==> src/rtl/ga_pkg.sv <==
// Shared types and constants for the video pixel path: pen type, palette layout,
// CPU register function codes and the mode-dependent pen extraction.
package ga_pkg;

  localparam logic [4:0] BLANK_COLOUR = 5'h14;
  localparam int         PAL_ENTRIES  = 17;

  typedef logic [4:0] pen_t;

  localparam pen_t       BORDER_INDEX = 5'd16;
  localparam logic [1:0] FN_PEN_SEL   = 2'b00;
  localparam logic [1:0] FN_INK       = 2'b01;

  // Mode 2 wins if both mode strobes are high; neither high means mode 1 rules (mode 3 too).
  function automatic pen_t extract_pen(input logic [7:0] sr, input logic mode_0, input logic mode_2);
    if (mode_2)
      return {4'b0000, sr[7]};
    else if (mode_0)
      return {1'b0, sr[1], sr[5], sr[3], sr[7]};
    else
      return {3'b000, sr[3], sr[7]};
  endfunction

endpackage

==> src/rtl/palette_ram.sv <==
// 17-entry ink/border palette: one synchronous write port, one asynchronous read port.
module palette_ram
  import ga_pkg::*;
#(
  parameter int                  COLOUR_W  = 5,
  parameter logic [COLOUR_W-1:0] RESET_VAL = ga_pkg::BLANK_COLOUR
) (
  input  logic                clk,
  input  logic                rst_n,
  input  logic                wr_en,
  input  pen_t                wr_addr,
  input  logic [COLOUR_W-1:0] wr_data,
  input  pen_t                rd_addr,
  output logic [COLOUR_W-1:0] rd_data
);

  logic [COLOUR_W-1:0] mem [PAL_ENTRIES];

  always_ff @(posedge clk or negedge rst_n) begin
    if (!rst_n) begin
      for (int i = 0; i < PAL_ENTRIES; i++) mem[i] <= RESET_VAL;
    end else if (wr_en && (wr_addr <= BORDER_INDEX)) begin
      mem[wr_addr] <= wr_data;
    end
  end

  // Addresses above the border entry never occur in practice; return the blank colour.
  assign rd_data = (rd_addr <= BORDER_INDEX) ? mem[rd_addr] : RESET_VAL;

endmodule

==> src/rtl/video_pixel_path.sv <==
// Video byte shifter, pen extraction, palette lookup and registered colour output.
// Optional macro PEN_OUT_EN adds a registered PEN output alongside COLOUR.
module video_pixel_path
  import ga_pkg::*;
#(
  parameter int                  COLOUR_W     = 5,
  parameter logic [COLOUR_W-1:0] BLANK_COLOUR = ga_pkg::BLANK_COLOUR
) (
  input  logic                CLK_n,
  input  logic                RESET_n,
  input  logic [7:0]          D,
  input  logic                LOAD,
  input  logic                SHIFT,
  input  logic                KEEP,
  input  logic                INK_SEL,
  input  logic                BORDER_SEL,
  input  logic                COLOUR_KEEP,
  input  logic                MODE_IS_0,
  input  logic                MODE_IS_2,
  input  logic                REG_WR,
  input  logic [7:0]          REG_DATA,
  output logic [COLOUR_W-1:0] COLOUR
`ifdef PEN_OUT_EN
  ,
  output pen_t                PEN
`endif
);

  logic [7:0]          sr;
  pen_t                pen_q;
  pen_t                pen_sel;
  pen_t                rd_addr;
  logic [COLOUR_W-1:0] rd_data;
  logic [COLOUR_W-1:0] colour_d;
  logic                ink_wr;
  logic                unused_reg_bit;

  assign ink_wr         = REG_WR && (REG_DATA[7:6] == FN_INK);
  assign unused_reg_bit = REG_DATA[5];

  palette_ram #(
    .COLOUR_W  (COLOUR_W),
    .RESET_VAL (BLANK_COLOUR)
  ) u_palette (
    .clk     (CLK_n),
    .rst_n   (RESET_n),
    .wr_en   (ink_wr),
    .wr_addr (pen_sel),
    .wr_data (REG_DATA[COLOUR_W-1:0]),
    .rd_addr (rd_addr),
    .rd_data (rd_data)
  );

  // Palette read is combinational, so a same-edge ink write is seen only on the next edge.
  always_comb begin
    rd_addr  = BORDER_SEL ? BORDER_INDEX : pen_q;
    colour_d = COLOUR;
    if (!COLOUR_KEEP) begin
      if (BORDER_SEL || INK_SEL) colour_d = rd_data;
      else                       colour_d = BLANK_COLOUR;
    end
  end

  always_ff @(posedge CLK_n or negedge RESET_n) begin
    if (!RESET_n) begin
      sr      <= '0;
      pen_q   <= '0;
      pen_sel <= '0;
      COLOUR  <= BLANK_COLOUR;
    end else begin
      if (LOAD)       sr <= D;
      else if (SHIFT) sr <= {sr[6:0], 1'b0};
      if (!KEEP) pen_q <= extract_pen(sr, MODE_IS_0, MODE_IS_2);
      if (REG_WR && (REG_DATA[7:6] == FN_PEN_SEL))
        pen_sel <= REG_DATA[4] ? BORDER_INDEX : {1'b0, REG_DATA[3:0]};
      COLOUR <= colour_d;
    end
  end

`ifdef PEN_OUT_EN
  pen_t pen_d;

  always_comb begin
    pen_d = PEN;
    if (!COLOUR_KEEP) begin
      if (BORDER_SEL)   pen_d = BORDER_INDEX;
      else if (INK_SEL) pen_d = pen_q;
      else              pen_d = '0;
    end
  end

  always_ff @(posedge CLK_n or negedge RESET_n) begin
    if (!RESET_n) PEN <= '0;
    else          PEN <= pen_d;
  end
`endif

endmodule

==> config.mk <==
export PLATFORM = sky130hd
export DESIGN_NAME = video_pixel_path
export DESIGN_NICKNAME = d
export VERILOG_FILES = /design/src/rtl/ga_pkg.sv /design/src/rtl/palette_ram.sv /design/src/rtl/video_pixel_path.sv
export SDC_FILE = /design/constraint.sdc
export NUM_CORES = 1
export LEC_CHECK = 0
export CAP_MARGIN = 30
export CORE_ASPECT_RATIO = 1.5
export CORE_MARGIN = 5
export CORE_UTILIZATION = 50
export CTS_CLUSTER_DIAMETER = 150
export DETAILED_ROUTE_END_ITERATION = 16
export GPL_TIMING_DRIVEN = 1
export PLACE_DENSITY = 0.69
export SLEW_MARGIN = 10
export SYNTH_ARGS = -nofsm -noshare
export SYNTH_HDL_FRONTEND = slang
export SYNTH_SLANG_ARGS = --single-unit
==> constraint.sdc <==
create_clock -name CLK_n -period 2.8 [get_ports CLK_n]
set_input_delay 0.56 -clock CLK_n [delete_from_list [all_inputs] [get_ports CLK_n]]
set_output_delay 0.56 -clock CLK_n [all_outputs]
set_load 0.01 [all_outputs]
=== Yosys cells after proc, flatten, opt, wreduce, memory -nomap -nowiden ===
Cells that the tools add are included.

* Bits in registers: 108
* Input bits: 27
* Word-level logic and storage cells: 50

* Bitwise operators: 2
* Multiplexer cells: 14
* Reduce and logical (&&, ||, !) cells: 7
* Equality and inequality tests: 1
* $lt $le $gt $ge: 5

{| class="wikitable"
|+ Operators by type and width
! cell !! count
|-
| 85-bit bitwise mux || 1
|-
| 5-bit 2-to-1 mux || 7
|-
| 5-bit binary-select mux with 5-bit select || 1
|-
| 5-bit demux with 5-bit select || 1
|-
| 8-bit 2-to-1 mux || 2
|-
| 6-bit greater-or-equal comparator, second input constant || 2
|-
| 5-bit NOT with 6-bit output || 2
|-
| 5-bit less-or-equal comparator, second input constant || 2
|-
| 4-bit 2-to-1 mux || 2
|-
| 6-bit by 1-bit less-than comparator with 1-bit output, second input constant || 1
|-
| 1-bit logical AND || 4
|-
| 2-bit by 1-bit == test with 1-bit output, second input constant || 1
|-
| 2-bit zero test || 1
|-
| 2-bit nonzero test || 1
|-
| 1-bit logical OR || 1
|}

=== Longest topological paths before layout ===
* Depth after elaboration: 7
* Mapped depth: 7
* Mapped depth without buffers: 5

=== Hierarchy ===
Synthesis repeated with hierarchy kept, for this count alone.

* Cell total of the unflattened synthesis: 366
* Area, all modules: 5,057.4 um2

{| class="wikitable"
|+ By module, submodules not included
! module !! area an instance (um2) !! times used !! sequential area each (um2) !! cells each
|-
| palette_ram || 4,075.2 || 1 || 2,169.6 || 278
|-
| video_pixel_path || 982.2 || 1 || 553.0 || 88
|}

=== Least setup slack after synthesis ===
Ideal clock, no wire load.

* Kind: input-to-reg
* Start point: input port REG_WR
* End point: register u_palette.mem[20] in the netlist's numbering
* Library setup time: 0.125 ns
* Data arrival time: 1.853 ns
* Stages on the path: 6
* Path buffers: 2
* Setup slack: 0.822 ns
* Data required time: 2.675 ns
* Cell sequence: nand2_1 -> or2_0 -> buf_4 -> or4_4 -> buf_6 -> mux2_4

* Cells in the longest elaborated chain, start to end: 2

{| class="wikitable"
|+ RTL lines
! item !! line !! RTL
|-
| from (decl) || video_pixel_path.sv:20 || <nowiki>input logic REG_WR,</nowiki>
|-
| 1-bit logical AND || video_pixel_path.sv:38 || <nowiki>assign ink_wr = REG_WR && (REG_DATA[7:6] == FN_INK);</nowiki>
|-
| 1-bit logical AND || palette_ram.sv:22 || <nowiki>end else if (wr_en && (wr_addr <= BORDER_INDEX)) begin</nowiki>
|-
| to (signal, indexed assignment) || palette_ram.sv:23 || <nowiki>mem[wr_addr] <= wr_data;</nowiki>
|-
| to (decl) || palette_ram.sv:17 || <nowiki>logic [COLOUR_W-1:0] mem [PAL_ENTRIES];</nowiki>
|}

Every way passes these cells.
A chain may end at the register's enable or synchronous reset.

=== Worst setup path in the final report ===
* Start point: input port REG_WR
* End point: register u_palette.mem[48] in the netlist's numbering

The elaborated chain is that of the path after synthesis.

==> metrics.md <==
| Metric | Value |
|---|---|
| Starting DRT DRC Count | `237` |
| Slew headroom | `43.2%` |
| # setup viols final | `0` |
| Hpwl dp | `8.35 mm` |
| Floorplan row count | `45` |
| Maximum vdd ir drop | `0.371 mV` |
| Crit. End Element | `flop` |
| Grt total ovfl | `0` |
| Avg Cell Area, Syn | `12.8 um2` |
| Critical path type | `in2reg` |
| Placeable Area | `0.0100 mm2` |
| Sequential cell area fraction in the yosys report | `53.6%` |
| Nets | `455` |
| Worst-Margin Slew | `849 ps` |
| Post CTS Setup Buffer Count | `0` |
| Io pins | `32` |
| Required @ worst endpoint | `3030 ps` |
| Final setup TNS | `0 ps` |
| RSZ-0062 raised after global routing | `no` |
| Routed len/inst | `21.0 um` |
| CTS sink cnt | `107` |
| Crit path arrival time | `2610 ps` |
| Clock Latency Late Sink | `340 ps` |
| First-pass GRT wire length | `19.0 mm` |
| CTS tree | `yes` |
| DIE AREA | `0.0123 mm2` |
| Commonest register cell after synthesis | `dfrtp_1` |
| Die span in x | `92.3 um` |
| Max clock buf depth | `2` |
| Cell variety after synth | `42` |
| Total Wirelength | `11.6 mm` |
| Cells on worst reg2reg path | `6` |
| Fmax | `421 MHz` |
| CTS root buffer | `clkbuf_16` |
| Initial antenna violation count | `0` |
| Final ANT Viol Nets | `0` |
| Filler instances | `858` |
| Post-synthesis sequential element count | `107` |
| Synth async-reset ratio | `100%` |
| ANT cells | `0` |
| Initial cell density of the core | `50.7%` |
| Startpoint types | `primary input` |
| # resized after CTS | `0` |
| Final Hold Vio Count | `0` |
| Pin count of the biggest net entering global routing | `46` |
| CP Max Fanout | `6` |
| Clk pin slew, worst setup/hold paths | `70 ps` |
| Worst min path class | `in2async` |
| Slew Viols, Final | `0` |
| CTS buffer count | `9` |
| Synth Net Count | `423` |
| Skew final | `7.10 ps` |
| Number of synthesized flops with an enable pin | `0` |
| Max-Cap Viols | `0` |
| Routability congestion estimate | `0.824` |
| Cell Area, Synth | `0.00508 mm2` |
| Final Core Density | `58.2%` |
| First-pass detailed-route iteration total | `4` |
| Vias in the first global route | `3,553` |
| Post-route clock period utilization | `84.9%` |
| DRC Markers | `0` |
| Pleak | `2.55 nW` |
| Chip Height | `133 um` |
| Hold_buf cts | `0` |
| Multi-input logic area | `0.00223 mm2` |
| Vias per inst | `5.98` |
| Status | `finished clean` |
| Layout cell share with drive strength beyond 1 | `39.7%` |
| H-tree levels | `3` |
| YS warnings | `0` |
| I/O Buffers | `30` |
| Clock period minus worst slack | `2380 ps` |
| PD cells | `666 mW/mm2` |
| Cell count after synthesis | `396` |
| Via count | `3,289` |
| Storage element area | `0.00272 mm2` |
| Syn-to-layout area delta | `14.9%` |
| GRT Resource Usage Total | `20.2%` |
-- area by class of cell --
class | instances | share of cell area, %
multi-input combinational | 260 | 38.2
tap | 117 | 2.51
sequential | 107 | 46.7
clock inverter | 3 | 0.686
clock buffer | 13 | 4.29
timing repair buffer | 46 | 7.38
inverter | 4 | 0.257
-- cell usage after synthesis, types with 5 or more instances --
| cell | n | share of area (%) |
|---|---|---|
| mux2_2 | 90 | 20 |
| dfrtp_1 | 71 | 35 |
| dfstp_2 | 36 | 19 |
| nand2_1 | 33 | 2.4 |
| o21ai_0 | 21 | 2.1 |
| mux2i_1 | 19 | 3.7 |
| clkbuf_1 | 17 | 1.3 |
| o22ai_1 | 11 | 1.4 |
| nand2b_1 | 10 | 1.2 |
| nor2_1 | 9 | 0.67 |
| nor2b_1 | 8 | 0.99 |
| buf_2 | 6 | 0.59 |
| a211oi_1 | 5 | 0.74 |
| mux2_4 | 5 | 1.5 |
| nand3_1 | 5 | 0.49 |
| o211ai_1 | 5 | 0.74 |
-- path summary, 6_finish.rpt --
| path | startpoint | to | slack, ps |
|---|---|---|---|
| setup / recovery | REG_WR | u_palette.mem[48] | 420 |
| setup reg to reg | pen_q[0] | COLOUR[0] | 640 |
| hold reg to reg | COLOUR[4] | COLOUR[4] | 460 |
| min in group CLK_n | COLOUR[4] | COLOUR[4] | 460 |
| hold / removal | RESET_n | u_palette.mem[48] | 200 |
| max in group asynchronous | RESET_n | u_palette.mem[17] | 1830 |
-- power breakdown --
| group | internal, mW | switching (mW) | total, mW |
|---|---|---|---|
| Sequential | 1.82 | 0.144 | 1.97 |
| Clock | 0.716 | 0.534 | 1.25 |
| Combinational | 0.366 | 0.299 | 0.665 |
-- metal layers --
layer	vias to the layer above	track usage, %	share of wire (%)
li1	1496	-	-
met1	1693	22.5	38
met2	78	36.4	55
met3	22	3.90	3.6
met4	0	9.75	3.6
met5	-	0	0
-- worst max-delay path: stages --
cell and delay, ps:
clkdlybuf4s50_1 480, nand2_1 70, or2_0 400, nor4b_4 360, and3_1 360, mux2_2 370
-- sequential cells by signal (all words and copies together), names as in the netlist --
| name | count |
|---|---|
| u_palette.mem | 85 |
| COLOUR | 5 |
| pen_q | 4 |
| pen_sel | 5 |
| sr | 8 |
-- stage by stage --
stage	cells	setup WS [ps]	hold WS [ps]	total power, mW	cell area (um2)
2_1_floorplan	396	822	264	2.38	5080
3_3_place_gp	534	143	452	2.62	5540
3_5_place_dp	534	79.5	455	2.66	5540
4_1_cts	550	445	203	3.92	5830
5_1_grt	550	330	228	4.06	5830
6_report	550	424	197	3.88	5830
-- logic make-up (layout without fill, tap and decap cells) --
family | count (synthesis) | after routing | share of synthesized area, %
flops | 107 | 107 | 53.6
buf+inv | 29 | 66 | 2.51
simple gates | 83 | 83 | 9.26
compound gates | 59 | 59 | 7.66
mux | 118 | 118 | 27.0
-- cell usage in the layout (no fill, tap or decap), types with 5 or more instances in the layout --
cell type and count:
a211oi_1 5, buf_4 16, clkbuf_16 9, clkdlybuf4s50_1 29, dfrtp_1 71, dfstp_2 36, mux2_2 90, mux2_4 5
mux2i_1 19, nand2_1 33, nand2b_1 10, nand3_1 5, nor2_1 9, nor2b_1 8, o211ai_1 5, o21ai_0 21
o22ai_1 11
Note: power is estimated with default switching activity, not from simulation.
